--- src/rtl/mic_spi_pkg.sv ---
// Shared constants, state encoding and command-bit helper for the
// MCP3002-style microphone ADC reader.
package mic_spi_pkg;

  localparam int unsigned FRAME_BITS   = 16;
  localparam int unsigned CMD_BITS     = 4;
  localparam logic [CMD_BITS-1:0] CMD_WORD = 4'b1101;  // start, single-ended, ch0, MSB-first
  localparam int unsigned DATA_MSB_POS = 5;             // SCK period carrying D9
  localparam int unsigned ADC_BITS     = 10;
  localparam int unsigned SAMPLE_BITS  = 8;
  localparam int unsigned BIT_CNT_W    = $clog2(2 * FRAME_BITS);

  // Shift-register index holding D9 once all FRAME_BITS have been shifted in MSB-first.
  localparam int unsigned DATA_HI      = FRAME_BITS - 1 - DATA_MSB_POS;

  typedef enum logic [1:0] {
    IDLE,
    SETUP,
    SHIFT,
    DONE
  } state_t;

  // Command bit presented during SCK period 'period'; periods past the word give 0.
  function automatic logic cmd_bit(input logic [BIT_CNT_W-1:0] period);
    logic [CMD_BITS-1:0] word;
    word = CMD_WORD << period;
    return word[CMD_BITS-1];
  endfunction

endpackage

--- src/rtl/microphone_sampler_tick.sv ---
// spi_tick_gen: half-period divider. Counts 0..CLK_DIV-1 and raises tick
// while the count sits at its terminal value.
// Ports: clk, rst_n (async active-low), clear (restart count at 0), tick.
module spi_tick_gen #(
  parameter int unsigned CLK_DIV = 25
) (
  input  logic clk,
  input  logic rst_n,
  input  logic clear,
  output logic tick
);

  localparam int unsigned CNT_W = (CLK_DIV > 1) ? $clog2(CLK_DIV) : 1;
  localparam logic [CNT_W-1:0] LAST = CNT_W'(CLK_DIV - 1);

  logic [CNT_W-1:0] cnt;
  logic [CNT_W-1:0] cnt_nxt;

  // Next count; tick is registered from it so it is high exactly while cnt == LAST.
  always_comb begin
    cnt_nxt = cnt + CNT_W'(1);
    if (clear || (cnt == LAST)) begin
      cnt_nxt = '0;
    end
  end

  always_ff @(posedge clk or negedge rst_n) begin
    if (!rst_n) begin
      cnt  <= '0;
      tick <= 1'b0;
    end else begin
      cnt  <= cnt_nxt;
      tick <= (cnt_nxt == LAST);
    end
  end

endmodule

--- src/rtl/microphone_sampler.sv ---
// microphone_sampler: free-running SPI master reading a 10-bit SAR ADC and
// publishing the top 8 bits of each conversion.
// Ports: spi_clk/spi_mosi/spi_cs (SPI mode 0 master outputs), spi_miso (ADC data),
// clk, rst (async active-low), sample (latest D9..D2, held between frames).
module microphone_sampler
  import mic_spi_pkg::*;
#(
  parameter int unsigned CLK_DIV = 25,
  parameter int unsigned CS_IDLE = 4
) (
  output logic                   spi_clk,
  output logic                   spi_mosi,
  output logic                   spi_cs,
  input  logic                   spi_miso,
  input  logic                   clk,
  input  logic                   rst,
  output logic [SAMPLE_BITS-1:0] sample
);

  localparam int unsigned IDLE_W = (CS_IDLE > 1) ? $clog2(CS_IDLE) : 1;
  localparam logic [IDLE_W-1:0]    IDLE_LAST  = IDLE_W'(CS_IDLE - 1);
  localparam logic [BIT_CNT_W-1:0] SHIFT_LAST = BIT_CNT_W'(2 * FRAME_BITS - 1);

  state_t                   state, state_nxt;
  logic                     tick;
  logic                     clear_c;
  logic [IDLE_W-1:0]        idle_cnt, idle_cnt_nxt;
  logic [BIT_CNT_W-1:0]     bit_cnt, bit_cnt_nxt;
  logic [FRAME_BITS-1:0]    shreg, shreg_nxt;
  logic                     spi_clk_nxt, spi_mosi_nxt, spi_cs_nxt;
  logic [SAMPLE_BITS-1:0]   sample_nxt;

  // DONE does not wait for a tick, so the divider restarts there to keep the
  // following idle gap a whole number of half-periods.
  spi_tick_gen #(
    .CLK_DIV(CLK_DIV)
  ) u_tick (
    .clk  (clk),
    .rst_n(rst),
    .clear(clear_c),
    .tick (tick)
  );

  // State and registered outputs.
  always_ff @(posedge clk or negedge rst) begin
    if (!rst) begin
      state    <= IDLE;
      idle_cnt <= '0;
      bit_cnt  <= '0;
      shreg    <= '0;
      spi_clk  <= 1'b0;
      spi_mosi <= 1'b0;
      spi_cs   <= 1'b1;
      sample   <= '0;
    end else begin
      state    <= state_nxt;
      idle_cnt <= idle_cnt_nxt;
      bit_cnt  <= bit_cnt_nxt;
      shreg    <= shreg_nxt;
      spi_clk  <= spi_clk_nxt;
      spi_mosi <= spi_mosi_nxt;
      spi_cs   <= spi_cs_nxt;
      sample   <= sample_nxt;
    end
  end

  // Next-state and next-output decode.
  always_comb begin
    state_nxt    = state;
    idle_cnt_nxt = idle_cnt;
    bit_cnt_nxt  = bit_cnt;
    shreg_nxt    = shreg;
    spi_clk_nxt  = spi_clk;
    spi_mosi_nxt = spi_mosi;
    spi_cs_nxt   = spi_cs;
    sample_nxt   = sample;
    clear_c      = 1'b0;

    case (state)
      IDLE: begin
        if (tick) begin
          if (idle_cnt == IDLE_LAST) begin
            state_nxt    = SETUP;
            idle_cnt_nxt = '0;
            spi_cs_nxt   = 1'b0;
            spi_mosi_nxt = cmd_bit('0);
          end else begin
            idle_cnt_nxt = idle_cnt + IDLE_W'(1);
          end
        end
      end

      SETUP: begin
        if (tick) begin
          state_nxt   = SHIFT;
          bit_cnt_nxt = '0;
        end
      end

      SHIFT: begin
        if (tick) begin
          bit_cnt_nxt = bit_cnt + BIT_CNT_W'(1);
          if (!bit_cnt[0]) begin
            // Rising edge: capture MISO, MSB-first.
            spi_clk_nxt = 1'b1;
            shreg_nxt   = (shreg << 1) | FRAME_BITS'(spi_miso);
          end else begin
            // Falling edge: present the bit for the next SCK period.
            spi_clk_nxt  = 1'b0;
            spi_mosi_nxt = cmd_bit(BIT_CNT_W'(bit_cnt[BIT_CNT_W-1:1]) + BIT_CNT_W'(1));
          end
          if (bit_cnt == SHIFT_LAST) begin
            state_nxt  = DONE;
            spi_cs_nxt = 1'b1;
          end
        end
      end

      DONE: begin
        sample_nxt = shreg[DATA_HI -: SAMPLE_BITS];
        state_nxt  = IDLE;
        clear_c    = 1'b1;
      end

      default: begin
        state_nxt = IDLE;
      end
    endcase
  end

endmodule

--- config.mk ---
export PLATFORM = sky130hd
export DESIGN_NAME = microphone_sampler
export DESIGN_NICKNAME = d
export VERILOG_FILES = /design/src/rtl/mic_spi_pkg.sv /design/src/rtl/microphone_sampler_tick.sv /design/src/rtl/microphone_sampler.sv
export SDC_FILE = /design/constraint.sdc
export NUM_CORES = 1
export LEC_CHECK = 0
export CORE_MARGIN = 8
export CORE_UTILIZATION = 45
export CTS_CLUSTER_SIZE = 10
export DETAILED_ROUTE_END_ITERATION = 6
export PLACE_DENSITY = 0.71
export SYNTH_ARGS = -nofsm -noshare
export SYNTH_HDL_FRONTEND = slang
export SYNTH_HIERARCHICAL = 1
export SYNTH_SLANG_ARGS = --single-unit
--- constraint.sdc ---
create_clock -name clk -period 2.35 [get_ports clk]
set_input_delay 0.47 -clock clk [delete_from_list [all_inputs] [get_ports clk]]
set_output_delay 0.47 -clock clk [all_outputs]
set_load 0.1 [all_outputs]
* Yosys cells after proc, flatten, opt, wreduce, memory -nomap -nowiden
Index checks and enable logic that the tools add are counted.
** Operators by class
- Add/subtract/negate cells :: 4
- Eq/ne operators :: 13
- Shifts and indexed selects :: 1
- Muxes and demuxes :: 23
- Bitwise logic cells :: 2
- Reductions and logical operators :: 11
** Operator list (number)
- $eq 5x5->1 const B :: 3
- $mux 5 :: 3
- $reduce_and 5->1 :: 3
- $mux 2 :: 6
- $or 11x1->11 :: 1
- $add 5x1->5 const B :: 2
- $mux 1 :: 10
- $pmux 5 s2 :: 1
- $pmux 2 s4 :: 1
- $eq 2x2->1 const B :: 3
- $ne 2x1->1 const B :: 3
- $ne 2x2->1 const B :: 3
- $reduce_and 3->1 :: 2
- $add 4x1->5 const B :: 1
- $shl 4x5->4 const A :: 1
- $pmux 1 s2 :: 2
- $reduce_and 2->1 :: 2
- $reduce_bool 2->1 :: 2
- $add 2x1->2 const B :: 1
- $eq 2x1->1 const B :: 1
- $logic_not 2->1 :: 1
- $logic_or 1x1->1 :: 1
- $not 1->1 :: 1
** Storage, ports and cells
- Register bits after elaboration :: 37
- Input port bits :: 3
- Output and inout bits :: 11
- Logic and storage cells :: 64

* Logic depth before layout (Yosys ltp)
Gate-level depths: netlist of the first run.
- Depth in word-level cells :: 5
- Mapped depth :: 7
- Depth with buffers taken out :: 7

* Cells and area by module
Netlist of the first run, hierarchy kept.
** Modules (own cells, without submodules)
- microphone_sampler :: instances 1, cells each 112, area each 1463.9 um^2, sequential area each 777.0 um^2
- spi_tick_gen :: instances 1, cells each 28, area each 307.8 um^2, sequential area each 150.1 um^2

* Worst setup path before layout of the first run
Ideal clock, no wire load.
- Path type :: register to register
- Start point :: register state[0]
- End point :: register shreg[10]
- Arrival time :: 1521 ps
- Required time :: 2225 ps
- Path slack :: 704 ps
- Stages on the path, launching flop included :: 8
- Period minus slack after synthesis :: 1646 ps
- Cell sequence :: dfrtp_1 inv_1 ha_1 nand2_1 or2_1 buf_2 buf_6 mux2_4
** Between the ends
- Longest elaborated chain between the ends :: 2
** Ends and longest elaborated chain
- start, declared :: RTL line microphone_sampler.sv:24 : state_t state, state_nxt;
- start signal, assigned :: RTL line microphone_sampler.sv:56 : state <= state_nxt;
- $eq 2x2->1 :: RTL line microphone_sampler.sv:79 : case (state)
- $reduce_and 3->1 (no source line)
- end signal, assigned :: RTL line microphone_sampler.sv:59 : shreg <= shreg_nxt;
- end, declared :: RTL line microphone_sampler.sv:29 : logic [FRAME_BITS-1:0] shreg, shreg_nxt;
Every way passes these cells.
A chain may end at the register's enable or synchronous reset.

* Worst setup path in the final report of the first run
- Start point :: register state[0]
- End point :: register shreg[0]
The elaborated chain is that of the path after synthesis.

==> flow_metrics.py, run 1 <==
metrics = {
    "layout": {
        "final_area_um2": 2048,
        "final_cells": 209,
        "drive_gt1_share_pct": 28.30,
        "syn_to_final_growth_pct": 15.61,
        "n_antenna_cell": 0,
        "final_nets": 172,
    },
    "synthesis": {
        "async_flop_share_pct": 100.0,
        "syn_nets": 154,
        "ys.flop_type": "dfrtp_1",
        "yosysUniqueCellTypes": 39,
        "synth-edff-count": 0,
        "syn_inst": 140,
        "syn_area_per_cell_um2": 12.65,
        "netlist_top_cells_area": "dfrtp_1 51%, ha_1 7.8%, mux2_2 7.6%",
        "synthesis.area_um2": 1772,
        "synth_seq_area_share_pct": 52.33,
        "yosysTopAreaCell": "dfrtp_1",
        "yosysWarnings": 6,
        "synth_top_area_share_pct": 50.85,
        "synth-seq-cells": 37,
    },
    "sta": {
        "worstMarginPinSlew_ns": 0.6778,
        "rsz0062_at_grt": "false",
        "period_share_pct": 78.43,
        "finalCriticalPeriod_ns": 1.843,
        "relSlewSlack_pct": 54.81,
        "fin_setup_tns_ns": 0,
        "clock.fmax_mhz": 542.6,
        "maxSlewViolCount": 0,
        "holdWs_ns": 0.5031,
        "fin_skew_ns": 0.006753,
        "hold_viol": 0,
        "setup_violations": 0,
    },
    "critical_path": {
        "worst_ep_required_time_ns": 2.52,
        "cp_data_arrival_time_ns": 2.02,
        "r2r_end": "shreg[0]",
        "rrSetupSlack_ns": 0.51,
        "start_kind": "flop",
        "r2r-start": "state[0]",
        "cp_max_fo": 13,
        "endpoint_kind": "flop",
        "reg2reg_depth": 5,
        "crit_type": "flop to flop",
    },
    "floorplanning": {
        "die_h_um": 78.75,
        "start_util_pct": 45.60,
        "die_x_um": 78.75,
        "core_area_um2": 3885,
        "rows": 23,
        "die_area_um2": 6201,
        "io-pin-count": 14,
    },
    "clocking": {
        "clk_pin_slew_ns": 0.08,
        "clock_sinks": 37,
        "ctsRootBufferMaster": "clkbuf_8",
        "post_cts_resized": 0,
        "insertion_delay_ns": 0.29,
        "cts-buffers-inserted": 5,
        "h-tree-depth": 2,
        "postCtsHoldBufs": 0,
        "cts_tree": "built",
        "cts_setup_buffers": 0,
        "clk_path_buf_depth": 2,
    },
    "routing": {
        "drtIter0Drc": 53,
        "ant_nets": 0,
        "wl_per_cell_um": 14.67,
        "dr.pass1.iters": 4,
        "drc": 0,
        "wirelength_mm": 3.067,
        "route.vias.total": 1127,
        "vias_per_cell": 5.392,
    },
    "hold_path": {
        "hold_start": "spi_clk",
        "holdPathStages": 2,
        "min_path_type": "flop to flop",
        "min_to": "spi_clk",
    },
    "power_and_ir_drop": {
        "leakage_uw": 0.001059,
        "ir_drop_mv": 0.3145,
        "p_per_area_nw_per_um2": 599.5,
    },
    "global_route": {
        "first_global_vias": 1195,
        "grt_max_degree": 38,
        "grt_overflow_total": 0,
        "antenna_found_initial": 0,
        "grt_util_all_layers_pct": 10.49,
        "grt_first_pass_wirelength_mm": 5.299,
    },
    "status": {
        "status": "complete, no violations",
    },
    "job": {
        "maxCapViolations": 0,
    },
    "place": {
        "portBuffers": 13,
        "place_area_um2": 1928,
        "finalWeightedCongestion": 0.8233,
        "dp.cells": 201,
        "dp_hpwl_mm": 2.153,
    },
}
[worst max-delay path by stage]
stage	startpoint	cells past startpoint	end
finish	state[0]	5	shreg[0]
global route	bit_cnt[0]	7	state[0]
CTS	state[0]	5	shreg[0]
detailed placement	state[0]	5	shreg[0]
global placement	state[0]	5	shreg[2]
floorplan	state[0]	7	shreg[10]
[registers in the layout, indices dropped and copies added, names as in the netlist]
name,cells
bit_cnt,5
idle_cnt,2
sample,8
shreg,11
spi_clk,1
spi_cs,1
spi_mosi,1
state,2
u_tick/cnt,5
u_tick/tick,1
[area by class of cell]
cell class,instances,area (um2)
Fill cell,331,1837
Timing Repair Buffer,16,125.1
Sequential cell,37,927.1
Inverter,7,26.28
Multi-Input combinational cell,91,787.0
Clock buffer,6,82.58
Clock inverter,2,37.54
Tap cell,50,62.56
[synthesized netlist by cell type (3+ instances only)]
master,count
mux2_2,12
ha_1,11
a21oi_1,3
nor2_1,3
nand2_1,11
dfrtp_1,36
inv_1,7
nand2b_1,3
mux2_4,8
o21ai_0,6
nor3_1,3
[through the flow]
| step | power [uW] | utilization, % | worst slack [ns] |
|---|---|---|---|
| final | 1228 | 52.72 | 0.5070 |
| after global routing | 1273 | 52.72 | 0.3219 |
| after CTS | 1243 | 52.72 | 0.5076 |
| after detailed placement | 668.4 | 49.63 | 0.5097 |
| after global placement | 667.8 | 49.63 | 0.5613 |
| after floorplan | 650.8 | - | 0.7036 |
[power by group]
group          internal, uW  switching [uW]  total, uW
sequential              637           0.447        638
clock                   345             228        573
combinational          4.62            12.4       17.0
[routing by layer]
metal | track usage [%] | up-vias | part of all wire (%)
met3 | 3.612 | 3 | 3.7
li1 | - | 535 | -
met4 | 4.259 | 0 | 0.55
met1 | 11.80 | 577 | 45
met5 | 0 | - | 0
met2 | 17.81 | 12 | 50
[worst max-delay path, cell delays in order (launching register included)]
cell and delay, ns:
dfrtp_1 0.38, inv_1 0.10, ha_1 0.22, nand2_1 0.07, or2_1 0.55, mux2_2 0.41
[cells in the final DEF, fill, tap and decap left out, drive strengths merged, types with 2 or more instances in the layout]
cell / count
a22o: 2
inv: 7
o21ai: 7
ha: 11
a21oi: 3
nor3: 3
a32o: 2
clkbuf: 6
nand2: 11
mux2: 20
nand4: 2
nand4b: 2
dfrtp: 36
clkdlybuf4s50: 2
nor2: 3
a31oi: 2
and3: 2
buf: 14
nor2b: 2
and4b: 2
nand2b: 3
[kinds of logic (layout without fill, tap and decap cells)]
group	after synthesis	in the layout	share of synthesized area [%]
AO/OA/AOI/OAI	23	23	10.03
XOR/XNOR	1	1	0.4944
adder cells (fa/ha/maj)	11	11	7.768
multiplexers	20	20	14.41
buffers and inverters	12	31	3.249
AND/OR/NAND/NOR	36	36	11.72
flip-flops	37	37	52.33
No activity file was read; power rests on OpenSTA's default activity.
==> run 2: changes to the inputs <==
--- a/config.mk
+++ b/config.mk
@@ -9,7 +9,7 @@
 export CORE_UTILIZATION = 45
 export CTS_CLUSTER_SIZE = 10
 export DETAILED_ROUTE_END_ITERATION = 6
-export PLACE_DENSITY = 0.71
+export PLACE_DENSITY = 0.74
 export SYNTH_ARGS = -nofsm -noshare
 export SYNTH_HDL_FRONTEND = slang
 export SYNTH_HIERARCHICAL = 1
==> constraint.sdc (replaced) <==
create_clock -name clk -period 1.5 [get_ports clk]
set_input_delay 0.3 -clock clk [delete_from_list [all_inputs] [get_ports clk]]
set_output_delay 0.3 -clock clk [all_outputs]
set_load 0.1 [all_outputs]
==> flow_metrics.py, run 2 (synthesis gave the netlist of run 1 again) <==
metrics = {
    "floorplanning": {
        "die_area_um2": 6201,
        "rows": 23,
        "io-pin-count": 14,
        "die_h_um": 78.75,
        "core_area_um2": 3885,
        "start_util_pct": 45.60,
        "die_x_um": 78.75,
    },
    "sta": {
        "relSlewSlack_pct": 81.25,
        "holdWs_ns": 0.3858,
        "setup_violations": 3,
        "period_share_pct": 109.3,
        "maxSlewViolCount": 0,
        "clock.fmax_mhz": 610.1,
        "rsz0062_at_grt": "true",
        "worstMarginPinSlew_ns": 0.2812,
        "fin_skew_ns": 0.004097,
        "finalCriticalPeriod_ns": 1.639,
        "hold_viol": 0,
        "fin_ws_ns": -0.1390,
    },
    "routing": {
        "dr.pass1.iters": 4,
        "ant_nets": 0,
        "vias_per_cell": 5.347,
        "drc": 0,
        "wirelength_mm": 3.401,
        "route.vias.total": 1187,
        "drtIter0Drc": 41,
        "wl_per_cell_um": 15.32,
    },
    "status": {
        "status": "complete, but fails checks",
        "violations": "negative setup slack",
    },
    "global_route": {
        "grt_max_degree": 38,
        "grt_overflow_total": 0,
        "antenna_found_initial": 0,
        "grt_first_pass_wirelength_mm": 5.775,
        "first_global_vias": 1240,
        "grt_util_all_layers_pct": 11.71,
    },
    "critical_path": {
        "cp_max_fo": 4,
        "worst_ep_required_time_ns": 1.71,
        "cp_slowest_stage_delay_ns": 0.37,
        "endpoint_kind": "flop",
        "r2r-start": "bit_cnt[1]",
        "cp_data_arrival_time_ns": 1.84,
        "critPathSlowestCell": "dfrtp_1",
        "cp_cell_sequence": "ha_2 -> and3_4 -> ha_4 -> nand2_2 -> a222oi_1 -> buf_4 -> nand2_2 -> o21ai_1",
        "crit_family": "compound AO/OA/AOI/OAI gates",
        "start_kind": "flop",
        "cp_num_buf_inv": 1,
        "crit_path_start": "bit_cnt[1]",
        "crit_type": "flop to flop",
        "crit_path_frequent_cell": "nand2_2",
    },
    "power_and_ir_drop": {
        "p_seq_share_pct": 57.0,
        "p_sw_share_pct": 21.24,
        "ir_drop_mv": 0.6608,
        "p_int_uw": 1381,
        "p_switching_uw": 372.5,
        "p_per_area_nw_per_um2": 749.2,
        "clkPwrFrac_pct": 41.3,
        "total_power_uw": 1754,
        "p_comb_share_pct": 1.8,
        "leakage_uw": 0.001149,
    },
    "clocking": {
        "clk_path_buf_depth": 2,
        "ctsRootBufferMaster": "clkbuf_8",
        "h-tree-depth": 2,
        "postCtsHoldBufs": 0,
        "cts_tree": "built",
        "clock_sinks": 37,
        "clk_pin_slew_ns": 0.07,
        "cts-buffers-inserted": 5,
        "insertion_delay_ns": 0.29,
    },
    "layout": {
        "syn_to_final_growth_pct": 32.13,
        "drive_gt1_share_pct": 41.28,
        "final_cell_mix": "35 x dfrtp_1, 13 x buf_12, 13 x buf_4",
        "final_nets": 185,
        "final_common_cell": "dfrtp_1",
        "top_regs": "shreg x11, sample x8",
        "regMostFlops": "shreg",
        "largest_reg_flops": 11,
        "n_antenna_cell": 0,
        "final.fill_count": 304,
    },
    "job": {
        "maxCapViolations": 0,
    },
    "hold_path": {
        "min_path_type": "input port to asynchronous set/reset pin",
    },
    "place": {
        "finalWeightedCongestion": 0.7474,
        "dp_hpwl_mm": 2.334,
        "pre_cts_ws_ns": -0.09830,
        "portBuffers": 13,
    },
}
-- run 2: changes by cell type in the layout (fill, tap and decap cells not counted), sizes merged --
cell	before	now
clkinv	0	2
bufinv	1	0
clkinvlp	1	0
buf	14	27
-- run 2: worst paths after layout --
kind                            depth (start not counted)  endpoint  slack, ns
worst max-delay path                                    8  state[1]      -0.14
worst min-delay path                                    2  shreg[6]       0.39
worst max register to register                          8  state[1]      -0.14
worst min register to register                          1  shreg[3]       0.51
max in group asynchronous                               2    spi_cs       0.86
min in group clk                                        1  shreg[3]       0.51
-- run 2: stage by stage --
stage                      TNS [ns]  utilization (%)  cells  instance area, um2
after floorplan             -0.5273                -    140                1784
after CTS                   -0.2377            59.19    219                2300
after global placement    -0.006918            56.07    211                2178
after detailed placement    -0.2097            56.07    211                2178
after global routing        -0.9945            60.26    222                2341
final                       -0.3747            60.26    222                2341
-- run 2: repair_timing --
| action | CTS | global route |
|---|---|---|
| setup buffers | 0 | 3 |
| resized for setup | 7 | 8 |
| gates cloned | 0 | 0 |
| hold endpoints to repair | 0 | 0 |
| pin swaps | 2 | 5 |
| endpoints found under the setup margin | 6 | 14 |
-- run 2: power by group through the flow --
stage	registers (uW)	logic (uW)	clock network (uW)
2_1_floorplan	1020	1.21	0
3_3_place_gp	1020	32.0	0
3_5_place_dp	1020	33.1	0
4_1_cts	999	33.2	747
5_1_grt	999	36.2	783
6_report	999	31.1	724
-- run 2: final cells by class --
type | count | area (um2) | area share, %
repair buffers | 29 | 389.1 | 16.62
clock buffers | 6 | 82.58 | 3.528
inverters | 7 | 26.28 | 1.122
flip-flops and latches | 37 | 928.4 | 39.66
clock inverters | 2 | 13.76 | 0.5879
well taps | 50 | 62.56 | 2.672
multi-input cells | 91 | 838.3 | 35.81
-- run 2: layer usage --
| metal | global-route usage, % | up-vias | routed length, um | part of all wire [%] |
|---|---|---|---|---|
| li1 | - | 562 | - | - |
| met1 | 12.73 | 605 | 1395 | 41 |
| met2 | 20.80 | 14 | 1841 | 54 |
| met3 | 4.063 | 6 | 112 | 3.3 |
| met4 | 3.889 | 0 | 51 | 1.5 |
| met5 | 0 | - | 0 | 0 |
